$ cat config.mk
export PLATFORM = sky130hd
export DESIGN_NAME = voice_scheduler_flat
export DESIGN_NICKNAME = d
export VERILOG_FILES = /design/src/rtl/synth_pkg.sv /design/src/rtl/voice_scheduler_if.sv /design/src/rtl/voice_table.sv /design/src/rtl/voice_scheduler.sv /design/src/flat_wrapper.sv
export SDC_FILE = /design/constraint.sdc
export NUM_CORES = 1
export LEC_CHECK = 0
export BUFFER_PORTS_ARGS = -buffer_cell sky130_fd_sc_hd__buf_2
export CORE_MARGIN = 1
export CORE_UTILIZATION = 60
export CTS_CLUSTER_DIAMETER = 40
export CTS_CLUSTER_SIZE = 20
export DETAILED_ROUTE_END_ITERATION = 16
export GPL_TIMING_DRIVEN = 0
export PLACE_DENSITY = 0.78
export SLEW_MARGIN = 5
export SYNTH_ARGS = -nofsm -noshare
export SYNTH_HDL_FRONTEND = slang
export SYNTH_HIERARCHICAL = 1
export SYNTH_SLANG_ARGS = --single-unit
$ cat constraint.sdc
create_clock -name clk -period 3.85 [get_ports clk]
set_input_delay 0.385 -clock clk [delete_from_list [all_inputs] [get_ports clk]]
set_output_delay 0.385 -clock clk [all_outputs]
set_load 0.03 [all_outputs]
$ cat src/rtl/synth_pkg.sv
// Shared types and widths for the voice scheduler slice: phase/note widths,
// scheduler FSM states and the per-voice table entry.
package synth_pkg;

  localparam int PHASE_W = 32;
  localparam int NOTE_W  = 7;

  typedef enum logic [1:0] {
    IDLE   = 2'd0,
    SWEEP  = 2'd1,
    SEARCH = 2'd2,
    COMMIT = 2'd3
  } state_t;

  typedef struct packed {
    logic              active;
    logic [NOTE_W-1:0] note;
    logic [PHASE_W-1:0] delta;
  } voice_entry_t;

endpackage

$ cat src/rtl/voice_scheduler_if.sv
// Event handshake from the note decoder and the per-voice stream to the
// phase accumulator. slave = scheduler side, master = driver/monitor side.
interface voice_scheduler_if;
  import synth_pkg::*;

  logic               ev_valid;
  logic               ev_ready;
  logic               ev_note_on;
  logic [NOTE_W-1:0]  ev_note;
  logic [PHASE_W-1:0] ev_delta;
  logic [7:0]         voice_index;
  logic [PHASE_W-1:0] delta_phase;
  logic               voice_valid;
  logic               sweep_done;

  modport slave (
    input  ev_valid, ev_note_on, ev_note, ev_delta,
    output ev_ready, voice_index, delta_phase, voice_valid, sweep_done
  );

  modport master (
    output ev_valid, ev_note_on, ev_note, ev_delta,
    input  ev_ready, voice_index, delta_phase, voice_valid, sweep_done
  );

endinterface

$ cat src/rtl/voice_table.sv
// Per-voice register file: one registered sweep read port (idle voices read
// as zero delta), one combinational search compare port, one write port.
module voice_table
  import synth_pkg::*;
#(
  parameter int NUM_VOICES = 16,
  parameter int AW         = $clog2(NUM_VOICES)
) (
  input  logic               clk,
  input  logic               reset_n,
  input  logic               rd_en,
  input  logic [AW-1:0]      rd_addr,
  output logic [PHASE_W-1:0] rd_delta,
  input  logic [AW-1:0]      cmp_slot,
  input  logic               cmp_on,
  input  logic [NOTE_W-1:0]  cmp_note,
  output logic               cmp_hit,
  input  logic               wr_en,
  input  logic [AW-1:0]      wr_addr,
  input  voice_entry_t       wr_entry
);

  voice_entry_t tbl [NUM_VOICES];

  // table write: note-on loads the whole entry, note-off only clears active
  always_ff @(posedge clk or negedge reset_n) begin
    if (!reset_n) begin
      for (int i = 0; i < NUM_VOICES; i++) tbl[i] <= '0;
    end else if (wr_en) begin
      if (wr_entry.active) tbl[wr_addr] <= wr_entry;
      else                 tbl[wr_addr].active <= 1'b0;
    end
  end

  // sweep read port: retained delta of a released voice is masked to zero
  always_ff @(posedge clk or negedge reset_n) begin
    if (!reset_n)                        rd_delta <= '0;
    else if (rd_en && tbl[rd_addr].active) rd_delta <= tbl[rd_addr].delta;
    else                                 rd_delta <= '0;
  end

  // search compare: free slot for note-on, sounding matching note for note-off
  always_comb begin
    cmp_hit = 1'b0;
    if (cmp_on) cmp_hit = !tbl[cmp_slot].active;
    else        cmp_hit = tbl[cmp_slot].active && (tbl[cmp_slot].note == cmp_note);
  end

endmodule

$ cat src/rtl/voice_scheduler.sv
// Voice allocator and sweep sequencer feeding the dds phase accumulator.
// Optional build macro VOICE_SCHED_STEAL_EN: a note-on with no free slot
// evicts a round-robin victim instead of being dropped.
module voice_scheduler
  import synth_pkg::*;
#(
  parameter int NUM_VOICES = 16
) (
  input  logic              clk,
  input  logic              reset_n,
  input  logic              sample_tick,
  voice_scheduler_if.slave  bus,
  output logic              ev_dropped,
  output logic              sweep_overrun
);

  localparam int AW = $clog2(NUM_VOICES);
  typedef logic [AW:0]   ptr_t;
  typedef logic [AW-1:0] slot_t;
  localparam ptr_t NV   = ptr_t'(NUM_VOICES);
  localparam ptr_t LAST = ptr_t'(NUM_VOICES - 1);

  state_t             state, state_nx;
  ptr_t               ptr;          // sweep: next voice to emit; search: slot under test
  logic               tick_pend;
  logic               alive;        // holds ev_ready low until the first edge out of reset
  logic               ev_on_q;
  logic [NOTE_W-1:0]  ev_note_q;
  logic [PHASE_W-1:0] ev_delta_q;
  slot_t              slot_q;       // slot chosen for COMMIT
  slot_t              victim;

  logic       ev_ready_c, start_sweep, accept, rd_en, wr_en, miss_on;
  slot_t      rd_addr;
  logic       cmp_hit;
  logic [7:0] voice_index_q;
  logic       voice_valid_q, sweep_done_q;

`ifdef VOICE_SCHED_STEAL_EN
  localparam bit STEAL_EN = 1'b1;
  slot_t steal_ptr;

  // round-robin victim pointer, advanced on every eviction
  always_ff @(posedge clk or negedge reset_n) begin
    if (!reset_n)    steal_ptr <= '0;
    else if (miss_on) steal_ptr <= (steal_ptr == slot_t'(NUM_VOICES - 1)) ? '0 : steal_ptr + slot_t'(1);
  end

  assign victim = steal_ptr;
`else
  localparam bit STEAL_EN = 1'b0;
  assign victim = '0;
`endif

  voice_table #(.NUM_VOICES(NUM_VOICES), .AW(AW)) u_table (
    .clk      (clk),
    .reset_n  (reset_n),
    .rd_en    (rd_en),
    .rd_addr  (rd_addr),
    .rd_delta (bus.delta_phase),
    .cmp_slot (ptr[AW-1:0]),
    .cmp_on   (ev_on_q),
    .cmp_note (ev_note_q),
    .cmp_hit  (cmp_hit),
    .wr_en    (wr_en),
    .wr_addr  (slot_q),
    .wr_entry ('{active: ev_on_q, note: ev_note_q, delta: ev_delta_q})
  );

  // state register
  always_ff @(posedge clk or negedge reset_n) begin
    if (!reset_n) state <= IDLE;
    else          state <= state_nx;
  end

  // next state: tick beats events in IDLE; a miss either evicts or returns
  always_comb begin
    state_nx = state;
    case (state)
      IDLE:    if (start_sweep) state_nx = SWEEP;
               else if (accept) state_nx = SEARCH;
      SWEEP:   if (ptr == NV) state_nx = IDLE;
      SEARCH:  if (cmp_hit) state_nx = COMMIT;
               else if (ptr == LAST) state_nx = (ev_on_q && STEAL_EN) ? COMMIT : IDLE;
      COMMIT:  state_nx = IDLE;
      default: state_nx = IDLE;
    endcase
  end

  // FSM outputs: handshake, table read/write strobes, search miss
  always_comb begin
    ev_ready_c  = 1'b0;
    start_sweep = 1'b0;
    accept      = 1'b0;
    rd_en       = 1'b0;
    rd_addr     = '0;
    wr_en       = 1'b0;
    miss_on     = 1'b0;
    case (state)
      IDLE: begin
        start_sweep = sample_tick || tick_pend;
        ev_ready_c  = alive && !start_sweep;
        accept      = ev_ready_c && bus.ev_valid;
        rd_en       = start_sweep;
      end
      SWEEP: begin
        rd_en   = (ptr != NV);
        rd_addr = ptr[AW-1:0];
      end
      SEARCH:  miss_on = !cmp_hit && (ptr == LAST) && ev_on_q;
      COMMIT:  wr_en = 1'b1;
      default: ;
    endcase
  end

  // datapath: pointers, latched event, pending tick and registered pulses
  always_ff @(posedge clk or negedge reset_n) begin
    if (!reset_n) begin
      ptr           <= '0;
      tick_pend     <= 1'b0;
      alive         <= 1'b0;
      ev_on_q       <= 1'b0;
      ev_note_q     <= '0;
      ev_delta_q    <= '0;
      slot_q        <= '0;
      voice_index_q <= '0;
      voice_valid_q <= 1'b0;
      sweep_done_q  <= 1'b0;
      sweep_overrun <= 1'b0;
      ev_dropped    <= 1'b0;
    end else begin
      alive         <= 1'b1;
      voice_valid_q <= rd_en;
      voice_index_q <= rd_en ? 8'(rd_addr) : 8'd0;
      sweep_done_q  <= (state == SWEEP) && (ptr == NV);
      sweep_overrun <= (state == SWEEP) && sample_tick;
      ev_dropped    <= miss_on && !STEAL_EN;
      if ((state == SEARCH || state == COMMIT) && sample_tick) tick_pend <= 1'b1;
      case (state)
        IDLE: begin
          if (start_sweep) begin
            ptr       <= ptr_t'(1);   // voice 0 is read on this edge
            tick_pend <= 1'b0;
          end else if (accept) begin
            ptr        <= '0;
            ev_on_q    <= bus.ev_note_on;
            ev_note_q  <= bus.ev_note;
            ev_delta_q <= bus.ev_delta;
          end
        end
        SWEEP:  if (ptr != NV) ptr <= ptr + ptr_t'(1);
        SEARCH: begin
          slot_q <= cmp_hit ? ptr[AW-1:0] : victim;
          if (!cmp_hit) ptr <= ptr + ptr_t'(1);
        end
        default: ;
      endcase
    end
  end

  assign bus.ev_ready    = ev_ready_c;
  assign bus.voice_index = voice_index_q;
  assign bus.voice_valid = voice_valid_q;
  assign bus.sweep_done  = sweep_done_q;

endmodule

$ cat src/flat_wrapper.sv
// flat-port wrapper written by rule: the top's interface ports become plain ports
module voice_scheduler_flat import synth_pkg::*;
#(
  parameter int NUM_VOICES = 16
)
  (clk, reset_n, sample_tick, ev_dropped, sweep_overrun, bus_ev_valid, bus_ev_note_on, bus_ev_note, bus_ev_delta, bus_ev_ready, bus_voice_index, bus_delta_phase, bus_voice_valid, bus_sweep_done);
  voice_scheduler_if bus_i ();
  input  logic clk;
  input  logic reset_n;
  input  logic sample_tick;
  output logic ev_dropped;
  output logic sweep_overrun;
  input wire logic [$bits(bus_i.ev_valid)-1:0] bus_ev_valid;
  input wire logic [$bits(bus_i.ev_note_on)-1:0] bus_ev_note_on;
  input wire logic [$bits(bus_i.ev_note)-1:0] bus_ev_note;
  input wire logic [$bits(bus_i.ev_delta)-1:0] bus_ev_delta;
  output wire logic [$bits(bus_i.ev_ready)-1:0] bus_ev_ready;
  output wire logic [$bits(bus_i.voice_index)-1:0] bus_voice_index;
  output wire logic [$bits(bus_i.delta_phase)-1:0] bus_delta_phase;
  output wire logic [$bits(bus_i.voice_valid)-1:0] bus_voice_valid;
  output wire logic [$bits(bus_i.sweep_done)-1:0] bus_sweep_done;
  assign bus_i.ev_valid = bus_ev_valid;
  assign bus_i.ev_note_on = bus_ev_note_on;
  assign bus_i.ev_note = bus_ev_note;
  assign bus_i.ev_delta = bus_ev_delta;
  assign bus_ev_ready = bus_i.ev_ready;
  assign bus_voice_index = bus_i.voice_index;
  assign bus_delta_phase = bus_i.delta_phase;
  assign bus_voice_valid = bus_i.voice_valid;
  assign bus_sweep_done = bus_i.sweep_done;
  voice_scheduler #(.NUM_VOICES(NUM_VOICES)) u_core (.clk(clk), .reset_n(reset_n), .sample_tick(sample_tick), .bus(bus_i), .ev_dropped(ev_dropped), .sweep_overrun(sweep_overrun));
endmodule
# Word-level counts from Yosys, hierarchy flattened
# Cells that the tools add are included.
[op_classes] addsub=1 multipliers=0 div_mod_pow=0 magnitude_cmp=4 n_eq_ne=12 shifts=0 n_mux=38 n_bitwise=4 reduce_logical=20
[op_table] operator="bitwise mux 640 bit" n=2
[op_table] operator="2-to-1 mux 640 bit" n=1
[op_table] operator="binary-select mux 40 bit (select 4 bit)" n=2
[op_table] operator="demux 40 bit (select 4 bit)" n=2
[op_table] operator="2-to-1 mux 40 bit" n=6
[op_table] operator="2-to-1 mux 32 bit" n=1
[op_table] operator="2-to-1 mux 5 bit" n=4
[op_table] operator=">= comparator 5 bit, second input constant" n=3
[op_table] operator="NOT 4 -> 5 bit" n=3
[op_table] operator="one-hot mux 5 bit (3 select lines)" n=1
[op_table] operator="2-to-1 mux 4 bit" n=3
[op_table] operator="logical AND 1 bit" n=10
[op_table] operator="2-to-1 mux 2 bit" n=5
[op_table] operator="2-to-1 mux 1 bit" n=9
[op_table] operator="one-hot mux 2 bit (4 select lines)" n=1
[op_table] operator="== test 7 bit" n=1
[op_table] operator="inequality test 3 x 1 -> 1 bit, second input constant" n=2
[op_table] operator="AND reduction 3 bit" n=2
[op_table] operator="adder 5 x 1 -> 5 bit, second input constant" n=1
[op_table] operator="== test 5 x 4 -> 1 bit, second input constant" n=1
[op_table] operator="== test 5 bit, second input constant" n=1
[op_table] operator="less-than comparator 5 x 1 -> 1 bit, second input constant" n=1
[op_table] operator="inequality test 5 bit, second input constant" n=1
[op_table] operator="== test 2 bit, second input constant" n=2
[op_table] operator="10 further kinds" n=14
[totals] reg_bits=737 latchBits=0 ram_bits=0 mem_bits_ro=0 mem_count=0

# Logic depth before layout (Yosys ltp)
[logic_depth] word_depth=11 depth_mapped=14

# By module
# Netlist, hierarchy kept.
[modules_own_cells] module="voice_table" instances=1 cells_per_inst=1806 area_each_um2=29901.2 seq_area_each_um2=16816.1
[modules_own_cells] module="voice_scheduler" instances=1 cells_per_inst=190 area_each_um2=2570.0 seq_area_each_um2=1526.5

# Worst setup path after synthesis
# OpenSTA, ideal clock, no wires.
[synth_path] path_type="register to register" start="register u_core.ptr[0]" end="register u_core.state[0]" setup_ns=0.125 arrival_time_ns=3.299 t_required_ns=3.725 path_slack_ns=0.427 path_stages_with_launch=13 n_path_buf=3 path_cell_list="dfrtp_1 > buf_6 > buf_12 > mux4_2 > mux4_2 > xor2_1 > a2111o_1 > o31ai_2 > clkbuf_1 > nor3b_1 > a21oi_1 > o21a_1 > mux2_2"
[synth_between] elab_chain_cells=9 word_cells_on_any_way=15 cone_classes="5 x eq/ne; 6 x mux; 1 x bitwise; 3 x reduce/logical"
[synth_lines] item="start, declared" line_no="voice_scheduler.sv:24" text="ptr_t ptr;"
[synth_lines] item="start signal, assigned" line_no="voice_scheduler.sv:142" text="ptr <= ptr_t'(1);"
[synth_lines] item="start signal, assigned" line_no="voice_scheduler.sv:151" text="SWEEP: if (ptr != NV) ptr <= ptr + ptr_t'(1);"
[synth_lines] item="start signal, assigned" line_no="voice_scheduler.sv:154" text="if (!cmp_hit) ptr <= ptr + ptr_t'(1);"
[synth_lines] item="NOT 4 -> 5 bit (not written as such) (*)" line_no="voice_table.sv:45, voice_table.sv:46"
[synth_lines] item="binary-select mux 40 bit (select 4 bit) (*)" line_no="voice_table.sv:45, voice_table.sv:46"
[synth_lines] item="2-to-1 mux 40 bit (not written as such) (*) (2 in a row)" line_no="voice_table.sv:46" text="else cmp_hit = tbl[cmp_slot].active && (tbl[cmp_slot].note == cmp_note);"
[synth_lines] item="== test 7 bit" line_no="voice_table.sv:46"
[synth_lines] item="logical AND 1 bit" line_no="voice_table.sv:46"
[synth_lines] item="2-to-1 mux 1 bit (*)" line_no="voice_table.sv:45" text="if (cmp_on) cmp_hit = !tbl[cmp_slot].active;"
[synth_lines] item="net u_core.cmp_hit" line_no="voice_scheduler.sv:35" text="logic cmp_hit;"
[synth_lines] item="2-to-1 mux 2 bit / inequality test 3 x 1 -> 1 bit (equally long branches)"
[synth_lines] item="one-hot mux 2 bit (4 select lines) / AND reduction 3 bit (equally long branches)"
[synth_lines] item="end signal, assigned" line_no="voice_scheduler.sv:73" text="else state <= state_nx;"
[synth_lines] item="end, declared" line_no="voice_scheduler.sv:23" text="state_t state, state_nx;"
# The timed path passes the listed nets; every way through them passes the cells marked *. The select of a mux whose other input is x is not followed.
# A chain may end at the register's enable or synchronous reset.

# Worst setup path after layout
# Ends and elaborated chain as after synthesis.

==> impl.org <==
** Floorplan
- For this design the top-level I/O count stands at 89.
- The floorplan has 84 rows.
- Once the floorplan was initialized, standard cells occupied 61.30% of the core.
- Core region area :: 52970 sq um
- Die W :: 234.6 um
- The floorplan step defined a die boundary enclosing between 50000 and 60000 sq um.
- Die height :: 234.6 um

** STA
- Measured against its own limit, the worst slew margin works out to 22.15%.
- The max-slew violation count came to 0.
- For the pin with the worst max-slew slack, the measured transition is 1.168 ns.
- Total negative slack :: 0 ns
- The worst path uses 96.39% of the clock period.
- The worst path meets setup with 0.1391 ns of slack.
- Highest clock frequency the design can meet :: 269.5 MHz
- Post-layout min period :: 3.711 ns
- RSZ-0062 raised after global routing :: false
- The number of hold-slack violations in the final timing report is 0.
- Setup-violating endpoint count in the final report :: 0
- On the final layout, the worst clock skew is 0.02614 ns.

** Layout
- The top cell types in the final layout, fill and taps aside, are dfrtp_1 (732), mux2_2 (664), mux4_2 (194).
- Leaving out fill and tap cells, the most frequent cell in the layout is dfrtp_1.
- Relative to the synthesized area, the layout overhead comes to 17.00%.
- Layout cell share with drive strength beyond 1 :: 51.34%
- In the final design database the tool counted 2285 nets.

** Placement
- The congestion estimate from routability-driven global placement came to between 0.8 and 0.9.
- Final HPWL DP :: approximately 48000 um
- Pre-CTS setup slack :: -0.4560 ns
- Port buffering added 84 buffers.

** Clocking
- Clock buffers created by TritonCTS :: 102
- Clock transition at the registers of the reported paths :: roughly 0.06 ns
- The longest clock path from root to sink contains 3 buffers.
- CTS tree :: built
- Total clock sinks :: approximately 730
- Clock H-tree levels :: 3
- Clk_lat worst skew :: 0.66 ns
- Clock tree synthesis selected as its root buffer the cell clkbuf_16.

** Yosys
- The synthesized design contains 0 enable-type register cells.
- Synthesis produced a netlist whose cell count is 1996.
- In this run the biggest area consumer among cell types represents about 56% of the synthesized area.
- Synthesized cell area :: 32470 sq um
- Counting flops with an async set or reset pin after synthesis yields a share of 100.0%.
- Synth top area cells :: dfrtp_1 (56%), mux2_2 (23%), mux4_2 (13%), clkbuf_1 (1.0%), and3_1 (0.67%)
- Yosys printed 6 warnings.
- Synthesis instantiated 50 different standard cells from the library.
- Predominant post-synthesis flop cell :: dfrtp_1
- Proportion of synthesized chip area in sequential cells :: around 56%
- Each instance of the synthesized netlist takes up on average 16.27 sq um.
- The synthesized design contains 733 register bits.
- Summed over all instances, the cell type with the most area after synthesis is dfrtp_1.

** Critical path
- For the worst setup path, the data arrival time is 4.23 ns.
- Measured in cells, the most critical reg-to-reg path has a length of 12.
- Data required time of the critical path :: 4.37 ns
- The worst register-to-register path begins at u_core/ptr[0].
- Among the stages of the critical path, the cell type that occurs most often is mux4_2.
- Crit Reg-Reg Endpoint :: u_core/state[0]
- In this design, the largest share of critical-path delay is due to multiplexers.
- Register-to-register setup slack :: about 0.14 ns
- WS Path Type :: reg -> reg
- Ordered cell list for the critical path :: buf_6, buf_12, mux4_2, mux4_2, xor2_1, a2111o_1, o31ai_2, clkbuf_4, nor3b_1, a21oi_1, o21a_1, mux2_2
- Element type at the critical path start :: flip-flop
- Along the worst path, the maximum fanout reaches 10.
- WP buf/inv :: 3
- Sort of element at the end of the critical path :: flip-flop
- Largest stage delay, worst path :: roughly 0.53 ns
- For this design, the slowest cell found on the critical path is mux4_2.

** Detailed routing
- DRC Markers :: 0
- After the first detailed-routing iteration, the DRC count stood at 1261.
- Dividing the detail-routed wire length by the instance count gives 25.22 um.
- In this run the remaining antenna-violating nets after routing total 0.
- Via density :: 6.230
- The first detailed-routing pass took 6 iterations.
- The detailed router placed 18.76k vias in this run.
- Routed WL :: 75950 um

** Min path
- The worst hold path belongs to the class in -> reg.
- The path with the worst hold slack has its endpoint at u_core/ev_delta_q[31].
- Hold path startpoint :: bus_ev_delta[31]
- Worst Hold Depth :: 2

** Outcome
- The run finished with clean final reports.

** Job
- Max-Cap Viols :: 0

** Global route
- Total congestion overflow after global routing :: 0
- Via count of the first global-routing pass :: 20.45k
- Pin count of the biggest net entering global routing :: between 100 and 150
- Global routing usage summed across all routing layers :: 28.63%
- The number of antenna violations at the first check in global routing was 2.
- Wire length of the first global-routing pass :: 120200 um

** Power and ir drop
- The analysis attributes to cell leakage a power of 18.28 nW.
- For this design the ratio of total power to cell area is 605.0 nW/um^2.
- VDD sags by at most around 0.46 mV.
==> power breakdown <==
part / total (mW) / internal, mW / switching (mW) / leakage, nW
combinational: 4.28 / 1.88 / 2.40 / 6.44
clock: 9.55 / 5.78 / 3.77 / 1.72
sequential: 9.16 / 8.38 / 0.777 / 10.1
==> state kept, by name (all words and copies together), names as in the netlist <==
| register | flops |
|---|---|
| u_core/state | 2 |
| u_core/ev_on_q | 1 |
| u_core/slot_q | 4 |
| u_core/ptr | 5 |
| u_core/ev_note_q | 7 |
| u_core/ev_delta_q | 32 |
| u_core/sweep_overrun | 1 |
| u_core/bus.sweep_done | 1 |
| u_core/tick_pend | 1 |
| u_core/ev_dropped | 1 |
| u_core/alive | 1 |
| u_core/bus.voice_index | 4 |
| u_core/u_table/rd_delta | 32 |
| u_core/u_table/tbl | 640 |
| u_core/bus.voice_valid | 1 |
==> per-layer routing <==
metal | wire, um | vias to the layer above | global-route usage (%) | part of all wire (%)
met4 | 2332 | 2 | 9.789 | 3.1
met1 | 31920 | 10090 | 39.31 | 42
met5 | 12 | - | 0 | 0.016
li1 | - | 7908 | - | -
met2 | 37000 | 594 | 45.66 | 49
met3 | 4687 | 165 | 6.473 | 6.2
==> cells in the mapped netlist, types with 2 or more instances <==
cell / instances
mux2i_1: 18
clkbuf_1: 88
mux2_1: 2
nor2b_1: 2
and3_1: 35
ha_1: 8
conb_1: 2
dfrtp_1: 733
buf_4: 4
xor2_1: 2
nand3_1: 12
mux4_2: 194
and2_1: 6
nor2_1: 27
o21ai_0: 16
nand3b_1: 4
mux2_2: 664
buf_1: 53
nor3b_1: 3
nand2b_1: 2
xnor2_1: 8
a21oi_1: 9
inv_1: 14
buf_6: 5
nand2_1: 33
mux4_1: 4
o21a_1: 2
a21o_1: 8
buf_2: 17
==> cell families after synthesis <==
group / count (synthesis) / synth area share, %
simple gates: 133 / 2.158
fa+ha+maj: 8 / 0.3083
other cells: 2 / 0.02313
xor+xnor: 10 / 0.2697
compound gates: 46 / 0.9402
mux: 882 / 37.43
flops: 733 / 56.49
buf+inv: 182 / 2.381
==> per-stage QoR <==
step           power, mW  instances  cell area, sq um  utilization [%]  hold WS, ns
6_report           22.98       3011             37990            71.72      0.05412
5_1_grt            23.93       3010             37990            71.71      0.01583
4_1_cts            23.11       3010             37950            71.65     0.008045
3_5_place_dp       13.44       2777             33940            64.07       0.2514
3_3_place_gp       13.23       2771             33760            63.74       0.4715
2_1_floorplan      11.90       1999             32480                -      0.08941
==> timing repair <==
item                       4_1_cts  5_1_grt
setup endpoints to repair       39       32
pin swaps                        0        0
resized for setup               20       35
hold buffers                    40        0
hold endpoints to repair       135        0
gates cloned                     0        0
buffers inserted                 0        0
==> how the worst max path moves through the flow <==
stage,from,to,slack [ns],cells after the start
2_1_floorplan,u_core/ptr[0],u_core/state[0],0.43,12
3_3_place_gp,reset_n,u_core/ev_delta_q[11],-12.10,1
3_5_place_dp,u_core/ptr[1],u_core/state[0],-0.46,14
4_1_cts,u_core/state[1],u_core/u_table/rd_delta[30],0.005,9
5_1_grt,u_core/ptr[0],u_core/state[0],0.02,12
6_report,u_core/ptr[0],u_core/state[0],0.14,12
==> layout make-up <==
class | count | area [sq um]
Clock inverter | 75 | 843.3
Fill cell | 3366 | 14980
Sequential cell | 733 | 18340
Timing Repair Buffer | 130 | 996.0
Inverter | 14 | 52.55
Clock buffer | 118 | 2734
Multi-Input combinational cell | 1084 | 13370
Antenna cell | 1 | 2.502
Buffer | 168 | 788.3
Tap cell | 688 | 860.8
No activity file was read; power rests on OpenSTA's default activity.
